--- config.mk ---
export PLATFORM = sky130hd
export DESIGN_NAME = multi_motor_ctl
export DESIGN_NICKNAME = d
export VERILOG_FILES = /design/src/rtl/multi_motor_ctl.sv
export SDC_FILE = /design/constraint.sdc
export NUM_CORES = 1
export LEC_CHECK = 0
export BUFFER_PORTS_ARGS = -buffer_cell sky130_fd_sc_hd__buf_2
export CORE_ASPECT_RATIO = 1.1
export CORE_MARGIN = 2
export CORE_UTILIZATION = 55
export DETAILED_ROUTE_END_ITERATION = 12
export PLACE_DENSITY = 0.85
export SLEW_MARGIN = 0
export SYNTH_ARGS = -nofsm -noshare
export SYNTH_HDL_FRONTEND = slang
export SYNTH_SLANG_ARGS = --single-unit
--- constraint.sdc ---
create_clock -name WF_CLK -period 6.3 [get_ports WF_CLK]
set_input_delay 0.315 -clock WF_CLK [delete_from_list [all_inputs] [get_ports WF_CLK]]
set_output_delay 0.315 -clock WF_CLK [all_outputs]
set_load 0.02 [all_outputs]
--- src/rtl/multi_motor_ctl.sv ---
// N-channel closed-loop motor drive: per-channel distance countdown, per-window duty regulation, abort.
// Optional stall detection is compiled in with `define STALL_DET_EN.

module multi_motor_ctl_ch #(
  parameter int CNT_W     = 16,
  parameter int RATE_W    = 12,
  parameter int PWM_W     = 8,
  parameter int DUTY_INIT = 128,
  parameter int DUTY_STEP = 4
`ifdef STALL_DET_EN
  , parameter int STALL_WIN = 8
`endif
) (
  input  logic              WF_CLK,
  input  logic              rst_n,
  input  logic              start,
  input  logic              abort,
  input  logic              encdr,
  input  logic [CNT_W-1:0]  target_cnt,
  input  logic [RATE_W-1:0] target_rate,
  input  logic              win_end,
  input  logic [PWM_W-1:0]  pwm_cnt,
  output logic              accept,
  output logic              pwm,
  output logic              en,
  output logic              done,
  output logic              bumped,
  output logic              stall
);
  localparam logic [PWM_W-1:0] DMAX  = '1;
  localparam logic [PWM_W-1:0] DINIT = PWM_W'(DUTY_INIT);
  localparam logic [PWM_W-1:0] DSTEP = PWM_W'(DUTY_STEP);

  typedef enum logic {IDLE, RUN} state_t;
  state_t state, state_nxt;

  logic [2:0]        enc_pipe;
  logic              rise, last_edge, stall_hit;
  logic              set_done, set_bump;
  logic [CNT_W-1:0]  remaining;
  logic [RATE_W-1:0] win_edges;
  logic [PWM_W-1:0]  duty, duty_adj;

  // [0],[1] synchronise the pin, [2] holds the previous synchronised level
  always_ff @(posedge WF_CLK or negedge rst_n)
    if (!rst_n) enc_pipe <= '0;
    else        enc_pipe <= {enc_pipe[1:0], encdr};

  assign rise      = enc_pipe[1] & ~enc_pipe[2];
  assign last_edge = rise && (remaining == CNT_W'(1));
  assign accept    = (state == IDLE) && start && !abort && (target_cnt != '0);
  assign en        = (state == RUN);
  assign pwm       = en && (pwm_cnt < duty);

`ifdef STALL_DET_EN
  localparam int SC_W = $clog2(STALL_WIN + 1);
  logic [SC_W-1:0] stall_cnt;
  logic            starved;

  assign starved   = win_end && en && (win_edges == '0) && (duty == DMAX) && !rise;
  assign stall_hit = starved && (stall_cnt == SC_W'(STALL_WIN - 1));

  always_ff @(posedge WF_CLK or negedge rst_n)
    if (!rst_n)              stall_cnt <= '0;
    else if (accept || rise) stall_cnt <= '0;
    else if (starved)        stall_cnt <= stall_cnt + SC_W'(1);

  // abort takes priority, so a stall coinciding with abort is reported as a bump only
  always_ff @(posedge WF_CLK or negedge rst_n)
    if (!rst_n)                      stall <= 1'b0;
    else if (accept)                 stall <= 1'b0;
    else if (stall_hit && !abort)    stall <= 1'b1;
`else
  assign stall_hit = 1'b0;
  assign stall     = 1'b0;
`endif

  always_ff @(posedge WF_CLK or negedge rst_n)
    if (!rst_n) state <= IDLE;
    else        state <= state_nxt;

  always_comb begin
    state_nxt = state;
    set_done  = 1'b0;
    set_bump  = 1'b0;
    case (state)
      IDLE: if (start) begin
        if (abort)                  set_bump  = 1'b1;
        else if (target_cnt == '0)  set_done  = 1'b1;
        else                        state_nxt = RUN;
      end
      RUN: begin
        if (abort) begin
          state_nxt = IDLE;
          set_bump  = 1'b1;
        end else if (last_edge) begin
          state_nxt = IDLE;
          set_done  = 1'b1;
        end else if (stall_hit) begin
          state_nxt = IDLE;
        end
      end
      default: state_nxt = IDLE;
    endcase
  end

  always_comb begin
    duty_adj = duty;
    if (win_edges < target_rate)      duty_adj = (duty > DMAX - DSTEP) ? DMAX : duty + DSTEP;
    else if (win_edges > target_rate) duty_adj = (duty < DSTEP) ? '0 : duty - DSTEP;
  end

  always_ff @(posedge WF_CLK or negedge rst_n) begin
    if (!rst_n) begin
      remaining <= '0;
      duty      <= DINIT;
      win_edges <= '0;
      done      <= 1'b0;
      bumped    <= 1'b0;
    end else begin
      done <= set_done;
      if (accept) begin
        remaining <= target_cnt;
        duty      <= DINIT;
        win_edges <= '0;
        bumped    <= 1'b0;
      end else begin
        if (set_bump) bumped <= 1'b1;
        if (en && rise) remaining <= remaining - CNT_W'(1);
        // an edge landing on the window's last clock belongs to the next window
        if (win_end) begin
          if (en) duty <= duty_adj;
          win_edges <= RATE_W'(rise);
        end else if (rise && (win_edges != '1)) begin
          win_edges <= win_edges + RATE_W'(1);
        end
      end
    end
  end
endmodule

module multi_motor_ctl #(
  parameter int NCH       = 2,
  parameter int CNT_W     = 16,
  parameter int RATE_W    = 12,
  parameter int PWM_W     = 8,
  parameter int WIN_CYC   = 480000,
  parameter int DUTY_INIT = 128,
  parameter int DUTY_STEP = 4,
  parameter int STALL_WIN = 8
) (
  input  logic                  WF_CLK,
  input  logic                  rst_n,
  input  logic                  start,
  input  logic [NCH-1:0]        abort,
  input  logic [NCH-1:0]        encdr,
  input  logic [NCH*CNT_W-1:0]  target_cnt,
  input  logic [NCH*RATE_W-1:0] target_rate,
  output logic [NCH-1:0]        pwm,
  output logic [NCH-1:0]        en,
  output logic [NCH-1:0]        done,
  output logic [NCH-1:0]        bumped,
  output logic [NCH-1:0]        stall,
  output logic                  busy
);
  localparam int WIN_W = (WIN_CYC > 1) ? $clog2(WIN_CYC) : 1;
  localparam logic [WIN_W-1:0] WIN_LAST = WIN_W'(WIN_CYC - 1);

  logic [PWM_W-1:0] pwm_cnt;
  logic [WIN_W-1:0] win_cnt;
  logic             win_end;
  logic [NCH-1:0]   accept;

  assign win_end = (win_cnt == WIN_LAST);
  assign busy    = |en;

  always_ff @(posedge WF_CLK or negedge rst_n)
    if (!rst_n) pwm_cnt <= '0;
    else        pwm_cnt <= pwm_cnt + PWM_W'(1);

  // window phase is re-aligned whenever any channel starts a move
  always_ff @(posedge WF_CLK or negedge rst_n)
    if (!rst_n)                  win_cnt <= '0;
    else if (|accept || win_end) win_cnt <= '0;
    else                         win_cnt <= win_cnt + WIN_W'(1);

  for (genvar i = 0; i < NCH; i++) begin : g_ch
    multi_motor_ctl_ch #(
      .CNT_W(CNT_W), .RATE_W(RATE_W), .PWM_W(PWM_W),
      .DUTY_INIT(DUTY_INIT), .DUTY_STEP(DUTY_STEP)
`ifdef STALL_DET_EN
      , .STALL_WIN(STALL_WIN)
`endif
    ) u_ch (
      .WF_CLK     (WF_CLK),
      .rst_n      (rst_n),
      .start      (start),
      .abort      (abort[i]),
      .encdr      (encdr[i]),
      .target_cnt (target_cnt[i*CNT_W +: CNT_W]),
      .target_rate(target_rate[i*RATE_W +: RATE_W]),
      .win_end    (win_end),
      .pwm_cnt    (pwm_cnt),
      .accept     (accept[i]),
      .pwm        (pwm[i]),
      .en         (en[i]),
      .done       (done[i]),
      .bumped     (bumped[i]),
      .stall      (stall[i])
    );
  end
endmodule

# Word-level counts from Yosys, hierarchy flattened
# Cells that the tools add are included.
dict set report totals {
  ff_bits 111
  in_bits 63
  output_inout_bits 11
  elab_cells 143
}
dict set report op_classes {
  n_addsub 10
  order_cmp 10
  eq_ne 5
  muxes 59
  n_bitwise 6
  reduce_logical 37
}
# op count
set ops {}
lappend ops {{two-way mux 8 bit} 14}
lappend ops {{two-way mux 12 bit} 6}
lappend ops {{two-way mux 16 bit} 4}
lappend ops {{equality test 16 x 1 -> 1 bit (second input constant)} 2}
lappend ops {{logical NOT 16 bit} 2}
lappend ops {{nonzero test 16 bit} 2}
lappend ops {{subtractor 16 x 1 -> 16 bit (second input constant)} 2}
lappend ops {{two-way mux 1 bit} 28}
lappend ops {{adder 12 x 1 -> 12 bit (second input constant)} 2}
lappend ops {{> comparator 12 bit} 2}
lappend ops {{less-than comparator 12 bit} 2}
lappend ops {{inequality test 12 bit (second input constant)} 2}
lappend ops {{adder 19 x 1 -> 19 bit (second input constant)} 1}
lappend ops {{equality test 19 bit (second input constant)} 1}
lappend ops {{two-way mux 19 bit} 1}
lappend ops {{adder 8 x 3 -> 8 bit (second input constant)} 2}
lappend ops {{> comparator 8 bit (second input constant)} 2}
lappend ops {{less-than comparator 8 x 3 -> 1 bit (second input constant)} 2}
lappend ops {{less-than comparator 8 bit} 2}
lappend ops {{nonzero test 2 bit} 8}
lappend ops {{subtractor 8 x 3 -> 8 bit (second input constant)} 2}
lappend ops {{logical AND 1 bit} 14}
lappend ops {{one-hot mux 1 bit (2 select lines)} 6}
lappend ops {{nonzero test 3 bit} 4}
lappend ops {{7 further kinds} 14}

# Depth between registers and ports, before layout
dict set report depth {
  depth_word 7
  ltp_mapped 9
  mapped_depth_nobuf 8
}

# Modules after synthesis
# From an unflattened synthesis, not the netlist that was laid out.
dict set report hier_totals {
  hier_cells 798
  area_unflattened_um2 7073.0
}
# module n_inst cells_per_inst area_each_um2 seq_area_each_um2
set by_module_without_submodules {}
lappend by_module_without_submodules {multi_motor_ctl_ch 2 340 2882.8 1027.2}
lappend by_module_without_submodules {multi_motor_ctl 1 118 1307.5 675.6}

# Least setup slack after synthesis
# Ideal clock, no wire load.
dict set report synth_path {
  kind {register -> register}
  startpoint {register g_ch[0].u_ch.remaining[8]}
  endpoint {register g_ch[0].u_ch.remaining[15]}
  setup_ps 126
  t_arrival_ps 2085
  required_ps 6174
  slack_ps 4089
  stages_incl_launch_ff 6
  n_path_buf 0
  period_less_slack_ps 2211
  cell_sequence {dfrtp_1 > or4_4 > or3_4 > or3_4 > o211a_1 > a221o_1}
}
dict set report synth_between {
  elab_chain_len 3
}
# element line_no
set synth_lines {}
lappend synth_lines {{start, declared} 40} ;# logic [CNT_W-1:0] remaining;
lappend synth_lines {{start signal, assigned} 123} ;# remaining <= target_cnt;
lappend synth_lines {{start signal, assigned} 129} ;# if (en && rise) remaining <= remaining - CNT_W'(1);
lappend synth_lines {{subtractor 16 x 1 -> 16 bit} 129}
lappend synth_lines {{two-way mux 16 bit} 129}
lappend synth_lines {{two-way mux 16 bit} 122} ;# if (accept) begin
# No other way between the ends. The select of a mux whose other input is x is not followed.
# A chain may end at the register's enable or synchronous reset.

# Worst setup path in the final report
dict set report layout_path {
  startpoint {register g_ch[0].u_ch.win_edges[11]}
  endpoint {register g_ch[0].u_ch.duty[2]}
}
dict set report layout_between {
  elab_chain_len 5
  word_cells_on_any_way 8
  classes_between {2 x order compare; 4 x mux; 2 x reduce/logical}
}
# element line_no
set layout_lines {}
lappend layout_lines {{start, declared} 41} ;# logic [RATE_W-1:0] win_edges;
lappend layout_lines {{start signal, assigned} 133} ;# win_edges <= RATE_W'(rise);
lappend layout_lines {{start signal, assigned} 135} ;# win_edges <= win_edges + RATE_W'(1);
lappend layout_lines {{less-than comparator 12 bit} 109} ;# if (win_edges < target_rate) duty_adj = (duty > DMAX - DSTEP) ? DMAX : duty + DSTEP;
lappend layout_lines {{two-way mux 8 bit} 109}
lappend layout_lines {{two-way mux 8 bit} 132} ;# if (en) duty <= duty_adj;
lappend layout_lines {{two-way mux 8 bit} 131} ;# if (win_end) begin
lappend layout_lines {{two-way mux 8 bit} 122}
lappend layout_lines {{end signal, assigned} 132}
lappend layout_lines {{end, declared} 42} ;# logic [PWM_W-1:0] duty, duty_adj;
# Several ways; a longest one is shown, not always the timed one. The select of a mux whose other input is x is not followed.

==> impl.org <==
** Outcome
- The flow ran to the end, and the final reports show no timing, DRC or antenna violations.

** GRT
- Via count of the first global-routing pass :: 5751
- For this run the aggregate overflow at the end of global routing stands at 0.
- Entering global routing, the biggest net connects 58 pins.
- Global router's overall resource usage :: 23.8%
- The number of antenna violations at the first check in global routing was 0.
- The first global-routing pass estimated between 20000 and 30000 µm of wire.

** Synthesis
- Number of enable flip-flop cells after synthesis :: 0
- Post-synth cell types :: 64
- Summed over its instances, the top area cell type makes up 38.5% of the synthesized netlist area.
- Sequential-to-total area share from yosys stat :: slightly below 40%
- Cell taking the most area after synthesis :: sky130_fd_sc_hd__dfrtp_1
- Synth warnings :: 0
- For this run, asynchronously set or reset flops after synthesis account for 100%.
- Cell Area, Synth :: between 6000 and 7000 µm²
- After synthesis, the cell types taking the most area are sky130_fd_sc_hd__dfrtp_1 39%, sky130_fd_sc_hd__ha_1 9.4%, sky130_fd_sc_hd__nor2_1 4.4%.
- The most used flip-flop cell after synthesis is sky130_fd_sc_hd__dfrtp_1.
- Average footprint of a synthesized cell :: 8.78 µm²
- Cells after Synth :: 792
- Number of synthesized register bits :: roughly 110

** Layout
- Area added between synthesis and finish :: 10.4%
- In the final layout, the share of cells above drive strength 1 is 11.9%.
- Fin cells :: 1005
- Final #Nets :: about 960
- Most used cells in the layout excluding fill and tap cells :: 107 x sky130_fd_sc_hd__dfrtp_1, 82 x sky130_fd_sc_hd__nor2_1, 70 x sky130_fd_sc_hd__buf_2
- Most common library cell in the layout ignoring fill and taps :: sky130_fd_sc_hd__dfrtp_1
- Number of diodes :: 0

** Floorplanning
- For this design the top-level I/O count stands at 74.
- The floorplan has between 40 and 50 rows.
- Chip width :: 111 µm
- The core region is 12500 µm².
- The die covers roughly 14000 µm².
- Die Y-Extent :: 122 µm
- The initial utilization of the core area, before any placement, comes to 55.7%.

** Timing
- Setup repair after global routing left no endpoint under its margin.
- Summed over all failing endpoints, the final setup total negative slack is 0 ns.
- Max-slew headroom at the worst pin :: between 30 and 40%
- On the final layout, the worst clock skew is roughly 0.01 ns.
- For the pin with the worst max-slew slack, the measured transition is between 0.9 and 1 ns.
- Final hold violation count :: 0
- Min setup slack post-route :: 3.57 ns
- Number of endpoints failing setup at the final stage :: 0
- Final critical path time including I/O delays and setup :: 2.73 ns
- Based on the critical path, the design can be clocked at up to 366 MHz.
- Of the available clock period, the critical path in the final layout requires between 40 and 50%.
- Total count of max-transition violations in the final report :: 0
- Post-Route Hold Slack :: 0.0110 ns

** Clock tree
- In this run the number of H-tree levels came out at 3.
- Buffers inserted to repair hold after CTS numbered 0.
- Clock-pin slew on the worst setup and hold paths :: 0.07 ns
- Clock latency on the worst-skew pair :: 0.35 ns
- Buffers added to address setup during post-CTS repair amount to 0.
- Maximum buffer depth of the clock tree :: 2
- Post-cts repair resize count :: 0
- Number of CTS-inserted buffers :: 9
- The root buffer cell chosen for the clock tree is sky130_fd_sc_hd__clkbuf_16.
- Clock tree synthesis found a total of roughly 110 sinks.
- TritonCTS built the clock tree.

** Pwr
- Flop pwr share :: 49.0%
- Switching fraction of total power :: 29.0%
- The analysis attributes to cell leakage a power of around 3.6 nW.
- Worst VDD drop :: 0.000179 V
- In this run, the combinational gates consume 17.4% of the power.
- The internal power of the cells totals 1.23 mW.
- Portion of total power attributed to the clock network :: 33.6%
- Total net switching power :: 0.503 mW
- Pwr dens :: 226 nW/µm²

** Placement
- Prior to clock tree synthesis, the placed netlist has a worst setup slack of 3.67 ns.
- Buffers placed on the I/O ports in this run total 71.
- Routability-driven placement finished with a final weighted congestion of 0.936.
- Count of placed standard cells including taps :: 990
- The wire-length estimate of the detail-placed layout is 11500 µm.

** Critical path
- Required time worst endpoint :: 6.58 ns
- Data arrives at the worst endpoint at 3.02 ns.
- Element type at the critical path end :: flop
- Along the worst path, the maximum fanout reaches 6.
- Startpoint types :: flop
- Type of the worst setup path :: flop to flop

** Route
- Via total after detailed routing :: 6092
- Detail Route Antenna Nets :: 0
- Mean number of vias per cell :: about 6.1
- For this run, design rule violations remaining after detail routing come to 0.
- DRC violation total after the first TritonRoute iteration :: 507
- After detailed routing, the average wire length per cell comes to 15.7 µm.
- Total Routed Length :: 15800 µm
- Before antenna repair, the detailed router went through 5 iterations.

** Hold path
- Worst min path class :: input port to async pin

** Flow run
- Maxcap violations :: 0
-- cell usage after synthesis, drive strengths merged (4+ instances only) --
cell type,instances
inv,48
and2,9
xor2,22
and4,7
nand4b,4
clkbuf,23
a21o,6
nor3,27
o211a,4
xnor2,33
o211ai,5
a221o,10
o21ai,54
a31oi,6
dfrtp,107
nand4,24
or3,10
nand3b,4
nor2,82
a21oi,39
and3,9
nor4,15
nand2,67
a211oi,10
nand3,40
buf,11
ha,52
or2,6
nand2b,9
-- metrics by stage --
stage	total power [mW]	instance area, µm²	util [%]
after global placement	1.15	7380	59.1
after floorplan	1.06	6960	-
after CTS	1.74	7680	61.5
after global routing	1.82	7680	61.5
after detailed placement	1.16	7380	59.1
final	1.73	7680	61.5
-- kinds of logic after synthesis --
group                    synth area share [%]
AO/OA/AOI/OAI                            15.2
XOR/XNOR                                 6.93
adder cells (fa/ha/maj)                  9.36
buffers and inverters                    4.98
flip-flops                               39.3
multiplexers                            0.432
other                                  0.0539
AND/OR/NAND/NOR                          23.8
-- layer usage --
layer  part of all wire [%]  up-vias  routed length [µm]  global-route usage, %
met4                    1.9        0                 303                   7.02
li1                       -     2944                   -                      -
met2                     47      210                7500                   39.7
met3                    5.5       30                 864                   3.48
met1                     45     2908                7130                   32.5
met5                      0        -                   0                      0
-- power groups by stage --
stage               Clock (mW)  Combinational [mW]  Sequential, mW
CTS                      0.591               0.302           0.848
detailed placement           0               0.299           0.859
floorplan                    0               0.221           0.836
finish                   0.583               0.301           0.848
global route             0.618               0.342           0.862
global placement             0               0.291           0.857
-- area by class of cell --
type                    instances  area [µm²]
multi-input cells             602        3890
well taps                     157         196
inverters                      48         180
repair buffers                 74         380
clock inverters                 3        43.8
clock buffers                  12         256
flip-flops and latches        109        2730
fillers                      1088        4800
-- critical path, stage by stage (launching register included) --
cell,delay (ns)
sky130_fd_sc_hd__dfrtp_1,0.43
sky130_fd_sc_hd__ha_1,0.34
sky130_fd_sc_hd__nand4_1,0.15
sky130_fd_sc_hd__nor3_1,0.66
sky130_fd_sc_hd__nor3_1,0.24
sky130_fd_sc_hd__a311oi_1,0.59
sky130_fd_sc_hd__a221o_1,0.26
-- state kept, by name (all words and copies together), names as in the netlist --
signal and flops:
g_ch.u_ch.enc_pipe 6, g_ch.u_ch.done 2, g_ch.u_ch.duty 14, g_ch.u_ch.bumped 2
pwm_cnt 8, g_ch.u_ch.remaining 32, win_cnt 19, g_ch.u_ch.win_edges 24
g_ch.u_ch.en 2
-- final timing paths --
check	slack, ns	start	endpoint	cells after the start
hold / removal	0.01	rst_n	g_ch[0].u_ch.win_edges[4]	1
hold reg to reg	0.35	g_ch[1].u_ch.enc_pipe[0]	g_ch[1].u_ch.enc_pipe[1]	0
min in group WF_CLK	0.07	encdr[1]	g_ch[1].u_ch.enc_pipe[0]	1
setup reg to reg	3.57	g_ch[0].u_ch.win_edges[11]	g_ch[0].u_ch.duty[2]	6
max in group asynchronous	5.06	rst_n	g_ch[1].u_ch.duty[0]	2
setup / recovery	3.57	g_ch[0].u_ch.win_edges[11]	g_ch[0].u_ch.duty[2]	6
Power figures use the tool's default switching activity.
